--- src/rtl/dmem_arbiter_pkg.sv ---
// Shared types and constants for the data-memory arbiter.
// State encoding and port IDs are shared by the top and the round-robin picker.
package dmem_arbiter_pkg;

    localparam int unsigned DefaultDsize = 16;

    typedef enum logic [1:0] {
        StIdle = 2'd0,
        StBusy = 2'd1,
        StResp = 2'd2
    } state_e;

    localparam logic PortC = 1'b0;
    localparam logic PortD = 1'b1;

endpackage

--- src/rtl/dmem_arbiter_rr_arb2.sv ---
// Combinational two-way round-robin picker.
// On a tie, the port that did not hold the last grant wins.
module dmem_arbiter_rr_arb2
    import dmem_arbiter_pkg::*;
(
    input  logic [1:0] req_i,
    input  logic       last_i,
    output logic       valid_o,
    output logic       winner_o
);

    always_comb begin
        valid_o  = |req_i;
        winner_o = last_i;
        case (req_i)
            2'b01:   winner_o = PortC;
            2'b10:   winner_o = PortD;
            2'b11:   winner_o = ~last_i;
            default: winner_o = last_i;
        endcase
    end

endmodule

--- src/rtl/dmem_arbiter.sv ---
// Shares one data memory between the CPU (port C) and a debug/loader engine (port D),
// one transaction at a time, with a sticky timeout watchdog on the memory handshake.
module dmem_arbiter
    import dmem_arbiter_pkg::*;
#(
    parameter int unsigned DSIZE   = DefaultDsize,
    parameter int unsigned TIMEOUT = 15
) (
    input  logic             clk,
    input  logic             rst,

    input  logic             c_req,
    input  logic             c_we,
    input  logic [DSIZE-1:0] c_addr,
    input  logic [DSIZE-1:0] c_wdata,
    output logic [DSIZE-1:0] c_rdata,
    output logic             c_ack,
    output logic             c_stall,

    input  logic             d_req,
    input  logic             d_we,
    input  logic [DSIZE-1:0] d_addr,
    input  logic [DSIZE-1:0] d_wdata,
    output logic [DSIZE-1:0] d_rdata,
    output logic             d_ack,

    output logic             m_req,
    output logic             m_we,
    output logic [DSIZE-1:0] m_addr,
    output logic [DSIZE-1:0] m_wdata,
    input  logic [DSIZE-1:0] m_rdata,
    input  logic             m_ack,

    output logic             owner,
    output logic             err
);

    state_e           state_q, state_d;
    logic             owner_q, owner_d;
    logic [7:0]       cnt_q, cnt_d;
    logic             err_q, err_d;
    logic             m_we_q, m_we_d;
    logic [DSIZE-1:0] m_addr_q, m_addr_d;
    logic [DSIZE-1:0] m_wdata_q, m_wdata_d;
    logic [DSIZE-1:0] c_rdata_q, c_rdata_d;
    logic [DSIZE-1:0] d_rdata_q, d_rdata_d;

    logic grant_valid;
    logic grant_winner;

    dmem_arbiter_rr_arb2 u_rr_arb2 (
        .req_i    ({d_req, c_req}),
        .last_i   (owner_q),
        .valid_o  (grant_valid),
        .winner_o (grant_winner)
    );

    always_comb begin
        state_d   = state_q;
        owner_d   = owner_q;
        cnt_d     = cnt_q;
        err_d     = err_q;
        m_we_d    = m_we_q;
        m_addr_d  = m_addr_q;
        m_wdata_d = m_wdata_q;
        c_rdata_d = c_rdata_q;
        d_rdata_d = d_rdata_q;

        case (state_q)
            StIdle: begin
                if (grant_valid) begin
                    m_we_d    = (grant_winner == PortD) ? d_we    : c_we;
                    m_addr_d  = (grant_winner == PortD) ? d_addr  : c_addr;
                    m_wdata_d = (grant_winner == PortD) ? d_wdata : c_wdata;
                    owner_d   = grant_winner;
                    cnt_d     = 8'd0;
                    state_d   = StBusy;
                end
            end
            StBusy: begin
                if (m_ack) begin
                    if (!m_we_q) begin
                        if (owner_q == PortD) d_rdata_d = m_rdata;
                        else                  c_rdata_d = m_rdata;
                    end
                    state_d = StResp;
                end else if (cnt_q == 8'(TIMEOUT - 1)) begin
                    // Abort: complete the access to the requester with zero read data.
                    err_d = 1'b1;
                    if (!m_we_q) begin
                        if (owner_q == PortD) d_rdata_d = '0;
                        else                  c_rdata_d = '0;
                    end
                    state_d = StResp;
                end else begin
                    cnt_d = cnt_q + 8'd1;
                end
            end
            StResp:  state_d = StIdle;
            default: state_d = StIdle;
        endcase
    end

    always_ff @(posedge clk) begin
        if (rst) begin
            state_q   <= StIdle;
            owner_q   <= PortD;
            cnt_q     <= 8'd0;
            err_q     <= 1'b0;
            m_we_q    <= 1'b0;
            m_addr_q  <= '0;
            m_wdata_q <= '0;
            c_rdata_q <= '0;
            d_rdata_q <= '0;
        end else begin
            state_q   <= state_d;
            owner_q   <= owner_d;
            cnt_q     <= cnt_d;
            err_q     <= err_d;
            m_we_q    <= m_we_d;
            m_addr_q  <= m_addr_d;
            m_wdata_q <= m_wdata_d;
            c_rdata_q <= c_rdata_d;
            d_rdata_q <= d_rdata_d;
        end
    end

    assign m_req   = (state_q == StBusy);
    assign m_we    = m_we_q;
    assign m_addr  = m_addr_q;
    assign m_wdata = m_wdata_q;
    assign c_ack   = (state_q == StResp) && (owner_q == PortC);
    assign d_ack   = (state_q == StResp) && (owner_q == PortD);
    assign c_rdata = c_rdata_q;
    assign d_rdata = d_rdata_q;
    assign c_stall = c_req & ~c_ack;
    assign owner   = owner_q;
    assign err     = err_q;

endmodule

--- config.mk ---
export PLATFORM = sky130hd
export DESIGN_NAME = dmem_arbiter
export DESIGN_NICKNAME = d
export VERILOG_FILES = /design/src/rtl/dmem_arbiter_pkg.sv /design/src/rtl/dmem_arbiter_rr_arb2.sv /design/src/rtl/dmem_arbiter.sv
export SDC_FILE = /design/constraint.sdc
export NUM_CORES = 1
export LEC_CHECK = 0
export BUFFER_PORTS_ARGS = -buffer_cell sky130_fd_sc_hd__buf_2
export CORE_MARGIN = 2
export CORE_UTILIZATION = 47
export CTS_CLUSTER_SIZE = 10
export DETAILED_ROUTE_END_ITERATION = 8
export PLACE_DENSITY_LB_ADDON = 0.05
export SYNTH_ARGS = -nofsm -noshare
export SYNTH_HDL_FRONTEND = slang
export SYNTH_SLANG_ARGS = --single-unit
--- constraint.sdc ---
create_clock -name clk -period 1.8 [get_ports clk]
set_input_delay 0 -clock clk [delete_from_list [all_inputs] [get_ports clk]]
set_output_delay 0 -clock clk [all_outputs]
set_load 0.03 [all_outputs]
# Word-level counts from Yosys, hierarchy flattened
# Index checks and enable logic that the tools add are counted.
# W data, S select, Z words.
[classes] addsub=1 n_reduce_logical=12 mux=24 n_eq_ne=10 bitwise=5
[op_table] operator="$mux W16" count=14
[op_table] operator="$mux W8" count=3
[op_table] operator="$pmux W8 S2" count=1
[op_table] operator="$reduce_and A4 Y1" count=3
[op_table] operator="$add A8 B1 Y8 const B" count=1
[op_table] operator="$eq A8 B4 Y1 const B" count=1
[op_table] operator="$eq A2 B2 Y1 const B" count=3
[op_table] operator="$mux W2" count=3
[op_table] operator="$ne A2 B2 Y1 const B" count=3
[op_table] operator="$eq A2 B1 Y1 const B" count=2
[op_table] operator="$not A1 Y1" count=4
[op_table] operator="$pmux W2 S2" count=1
[op_table] operator="$reduce_and A2 Y1" count=2
[op_table] operator="$reduce_bool A2 Y1" count=2
[op_table] operator="$ne A3 B1 Y1 const B" count=1
[op_table] operator="$pmux W1 S3" count=1
[op_table] operator="$reduce_and A3 Y1" count=1
[op_table] operator="$logic_and A1 B1 Y1" count=2
[op_table] operator="$logic_not A2 Y1" count=1
[op_table] operator="$reduce_or A2 Y1" count=1
[op_table] operator="$and A1 B1 Y1" count=1
[op_table] operator="$mux W1" count=1
[word_totals] in_bits=87 out_inout_bits=71 regBits=77 elab_cells=61

# Longest topological paths before layout
[logic_depth] word_depth=4 mapped_depth=7

# Modules after synthesis
# From an unflattened synthesis, not the netlist that was laid out.
[unflattened] cells_unflattened=388 hier_area_um2=3854.9
[by_module_without_submodules] mod="dmem_arbiter" seq_area_each_um2=1541.5 n_inst=1 cells_per_inst=385 area_each_um2=3834.9
[by_module_without_submodules] mod="dmem_arbiter_rr_arb2" seq_area_each_um2=0.0 n_inst=1 cells_per_inst=3 area_each_um2=20.0

# Worst setup path before layout
# OpenSTA, ideal clock, no wires.
[synth_path] kind="register -> output" startpoint="register owner_q (netlist: owner)" endpoint="output c_stall" n_path_buf=1 setup_slack_ns=0.048 arrival_time_ns=1.752 path_stages_with_launch=4 cell_sequence="dfxtp_1 -> clkbuf_2 -> nor3b_1 -> nor2b_1"
[synth_via] elab_chain_cells=4
[synth_rtl] element="start, declared" line_no="dmem_arbiter.sv:39" rtl="logic owner_q, owner_d;"
[synth_rtl] element="start signal, assigned" line_no="dmem_arbiter.sv:107" rtl="owner_q <= PortD;"
[synth_rtl] element="start signal, assigned" line_no="dmem_arbiter.sv:117" rtl="owner_q <= owner_d;"
[synth_rtl] element="$not A1 Y1" line_no="dmem_arbiter.sv:132" rtl="assign c_ack = (state_q == StResp) && (owner_q == PortC);"
[synth_rtl] element="$logic_and A1 B1 Y1" line_no="dmem_arbiter.sv:132"
[synth_rtl] element="via c_ack" line_no="dmem_arbiter.sv:17" rtl="output logic c_ack,"
[synth_rtl] element="$not A1 Y1" line_no="dmem_arbiter.sv:136" rtl="assign c_stall = c_req & ~c_ack;"
[synth_rtl] element="$and A1 B1 Y1" line_no="dmem_arbiter.sv:136"
[synth_rtl] element="end, declared" line_no="dmem_arbiter.sv:18" rtl="output logic c_stall,"
# The timed path passes the listed nets, and every way through them passes these cells.

# Worst setup path after layout
[layout_path] startpoint="register cnt_q[0]" endpoint="register cnt_q[6]"
[layout_via] elab_chain_cells=4 elab_cells_between_ends=7 cone_classes="add/sub: 1; eq/ne: 2; mux: 3; reduce/logical: 1"
[layout_rtl] element="start, declared" line_no="dmem_arbiter.sv:40" rtl="logic [7:0] cnt_q, cnt_d;"
[layout_rtl] element="start signal, assigned" line_no="dmem_arbiter.sv:118" rtl="cnt_q <= cnt_d;"
[layout_rtl] element="$add A8 B1 Y8" line_no="dmem_arbiter.sv:96" rtl="cnt_d = cnt_q + 8'd1;"
[layout_rtl] element="$mux W8" line_no="dmem_arbiter.sv:87" rtl="end else if (cnt_q == 8'(TIMEOUT - 1)) begin"
[layout_rtl] element="$mux W8" line_no="dmem_arbiter.sv:81" rtl="if (m_ack) begin"
[layout_rtl] element="$pmux W8 S2" line_no="dmem_arbiter.sv:69" rtl="case (state_q)"
# Parallel ways exist; a longest one is shown, timed or not. The select of a mux whose other input is x is not followed.
# A chain may end at the register's enable or synchronous reset.

==> flow_metrics.env <==
export IMPL_status="finished clean"
export IMPL_drc=0
export IMPL_seq_area_um2=1540
export IMPL_synth_most_common_cell="dfxtp_1"
export IMPL_htreeDepth=3
export IMPL_fin_util_pct=68.8
export IMPL_async_flop_share_pct=0
export IMPL_drtIter0Drc=145
export IMPL_cts_buffer_depth=2
export IMPL_vias=3335
export IMPL_yosysSeqAreaShare_pct=45.5
export IMPL_power_density_nw_per_um2=862
export IMPL_fmax_ghz=0.616
export IMPL_die_area_um2=7910
export IMPL_grt_overflow_total=0
export IMPL_drv_cap=0
export IMPL_antenna_found_initial=0
export IMPL_peakVddDrop_mv=0.417
export IMPL_track_usage_pct=22.7
export IMPL_synth_top_cells_by_area="dfxtp_1 (45%), mux2i_1 (10%), a211oi_1 (7.3%)"
export IMPL_io_pin_count=158
export IMPL_syn_nets=461
export IMPL_fin_skew_ps=9.36
export IMPL_nFillCells=572
export IMPL_core_rowCount=30
export IMPL_drt_pass1_iter_count=5
export IMPL_clk_latency_ps=340
export IMPL_cts_root_buf="clkbuf_8"
export IMPL_worst_slew_pin_slew_ps=620
export IMPL_hpwl_um=6210
export IMPL_synthDistinctLibCells=41
export IMPL_grt_pass1_wl_um=14000
export IMPL_wl_um=9160
export IMPL_arrival_ps=1850
export IMPL_cts_tree="built"
export IMPL_yosysTopAreaCellShare_pct=45.5
export IMPL_synth_area_um2=3390
export IMPL_maxSlewViolCount=0
export IMPL_drive_above_1_share_pct=34.9
export IMPL_num_nets_final=641
export IMPL_synth_enable_flop_cells=0
export IMPL_post_route_period_util_pct=90.1
export IMPL_clock_sinks=77
export IMPL_viasPerCell=5.12
export IMPL_yosysWarnings=0
export IMPL_crit_type="register to register"
export IMPL_p_leak_nw=2.15
export IMPL_die_y_um=88.9
export IMPL_port_buffers=157
export IMPL_antenna_left=0
export IMPL_critPathCaptureType="register"
export IMPL_wl_per_cell_um=14.1
export IMPL_hold_viol_final=0
export IMPL_antenna_cells=0
export IMPL_min_path_type="primary input to register"
export IMPL_post_cts_setup_buffer_count=0
export IMPL_worst_setup_path_start_kind="register"
export IMPL_multi_input_area_um2=1650
export IMPL_initial_core_util_pct=49.3
export IMPL_finalSetupViolCount=0
export IMPL_core_um2=6870
export IMPL_grt_pass1_vias=3043
export IMPL_avgSynthCellArea_um2=9.11
export IMPL_synth_flop_cell="dfxtp_1"
export IMPL_die_x_um=88.9
export IMPL_cts_buffers=9
export IMPL_synth_cells=372
export IMPL_synthTopCellsByCount="dfxtp_1 (77), a21oi_1 (39), nand3_1 (38), nor2_1 (37), mux2i_1 (35)"
export IMPL_yosys_register_bits=77
export IMPL_fin_crit_ps=1620
export IMPL_rsz0062_at_grt="false"
export IMPL_yosysTopAreaCell="dfxtp_1"
export IMPL_finalSetupTns_ps=0
export IMPL_critPathRequiredTime_ps=2020
export IMPL_crit_fanout=11
export IMPL_grt_max_degree=67
export IMPL_clkSlewWorstSetupHoldPaths_ps=70
export IMPL_syn2layout_area_growth_pct=39.4
export IMPL_relSlewSlack_pct=58.7
export IMPL_gp_congestion=0.771
## power by group
| group | total [mW] | internal, mW | switching, mW |
|---|---|---|---|
| Combinational | 1.06 | 0.408 | 0.649 |
| Sequential | 1.89 | 1.82 | 0.0647 |
| Clock | 1.13 | 0.526 | 0.600 |
## sequential cells by signal, summed over array words and instances, names as in the netlist
| register | flops |
|---|---|
| c_rdata | 16 |
| cnt_q | 8 |
| d_rdata | 16 |
| err | 1 |
| m_addr | 16 |
| m_wdata | 16 |
| m_we | 1 |
| owner | 1 |
| state_q | 2 |
## cells in the final DEF (no fill, tap or decap), types with 3 or more instances in the layout
cell / n
buf_2: 157
dfxtp_1: 77
a21oi_1: 39
nand3_1: 38
nor2_1: 37
mux2i_1: 35
dlygate4sd3_1: 34
a211oi_1: 33
o21ai_0: 26
clkbuf_8: 10
nand2_1: 9
buf_4: 9
o21ai_1: 6
inv_1: 4
o2111ai_1: 3
a2111o_1: 3
## metal layers
| metal | track usage, % | share of wire [%] | up-vias |
|---|---|---|---|
| met4 | 9.78 | 2.1 | 0 |
| met5 | 0 | 0 | - |
| met2 | 37.4 | 47 | 132 |
| met3 | 5.36 | 7.1 | 17 |
| li1 | - | - | 1708 |
| met1 | 28.6 | 43 | 1478 |
## worst max-delay path, cell delays in order, from the launching register on
cell and delay (ps):
dfxtp_1 320, inv_1 90, ha_1 150, nand4b_1 200, o21ai_2 450, a21oi_1 160
mux2i_1 140
## final cells by class
type	instances	share of cell area (%)
sequential	77	32.6
tap	96	2.54
multi-input combinational	258	34.9
clock inverter	4	0.530
timing repair buffer	202	26.1
inverter	4	0.318
clock buffer	11	2.99
## final timing paths
path         slack, ps    endpoint       start  cells after the start
max                180    cnt_q[6]    cnt_q[0]                      6
min                  5  m_wdata[6]  d_wdata[6]                      3
max reg2reg        180    cnt_q[6]    cnt_q[0]                      6
min reg2reg        470         err         err                      2
## per-stage QoR
step                      hold WS (ps)  setup slack [ps]  cells  area (um2)  power (mW)
after global placement             272               125    603        4210        2.91
after global routing              4.68              30.9    652        4720        4.27
after floorplan                    148              48.2    372        3390        2.62
after detailed placement           274              53.9    603        4210        2.93
after CTS                       0.0667              42.3    652        4720        4.09
final                             5.34               178    652        4720        4.07
## what timing repair did
item,4_1_cts,5_1_grt
hold endpoints to repair,45,0
hold buffers,34,0
resized for setup,0,1
setup endpoints to repair,0,32
## cell families (layout without fill, tap and decap cells)
| kind of cell | count (synthesis) | count (layout) | share of synthesized area [%] |
|---|---|---|---|
| AOI/OAI and AO/OA | 118 | 118 | 21.4 |
| DFF | 77 | 77 | 45.5 |
| and+or+nand+nor | 102 | 102 | 15.3 |
| buffers and inverters | 37 | 221 | 6.46 |
| adders and majority gates | 2 | 2 | 0.738 |
| xor gates and xnor gates | 1 | 1 | 0.258 |
| muxes | 35 | 35 | 10.3 |
No activity file was read; power rests on OpenSTA's default activity.
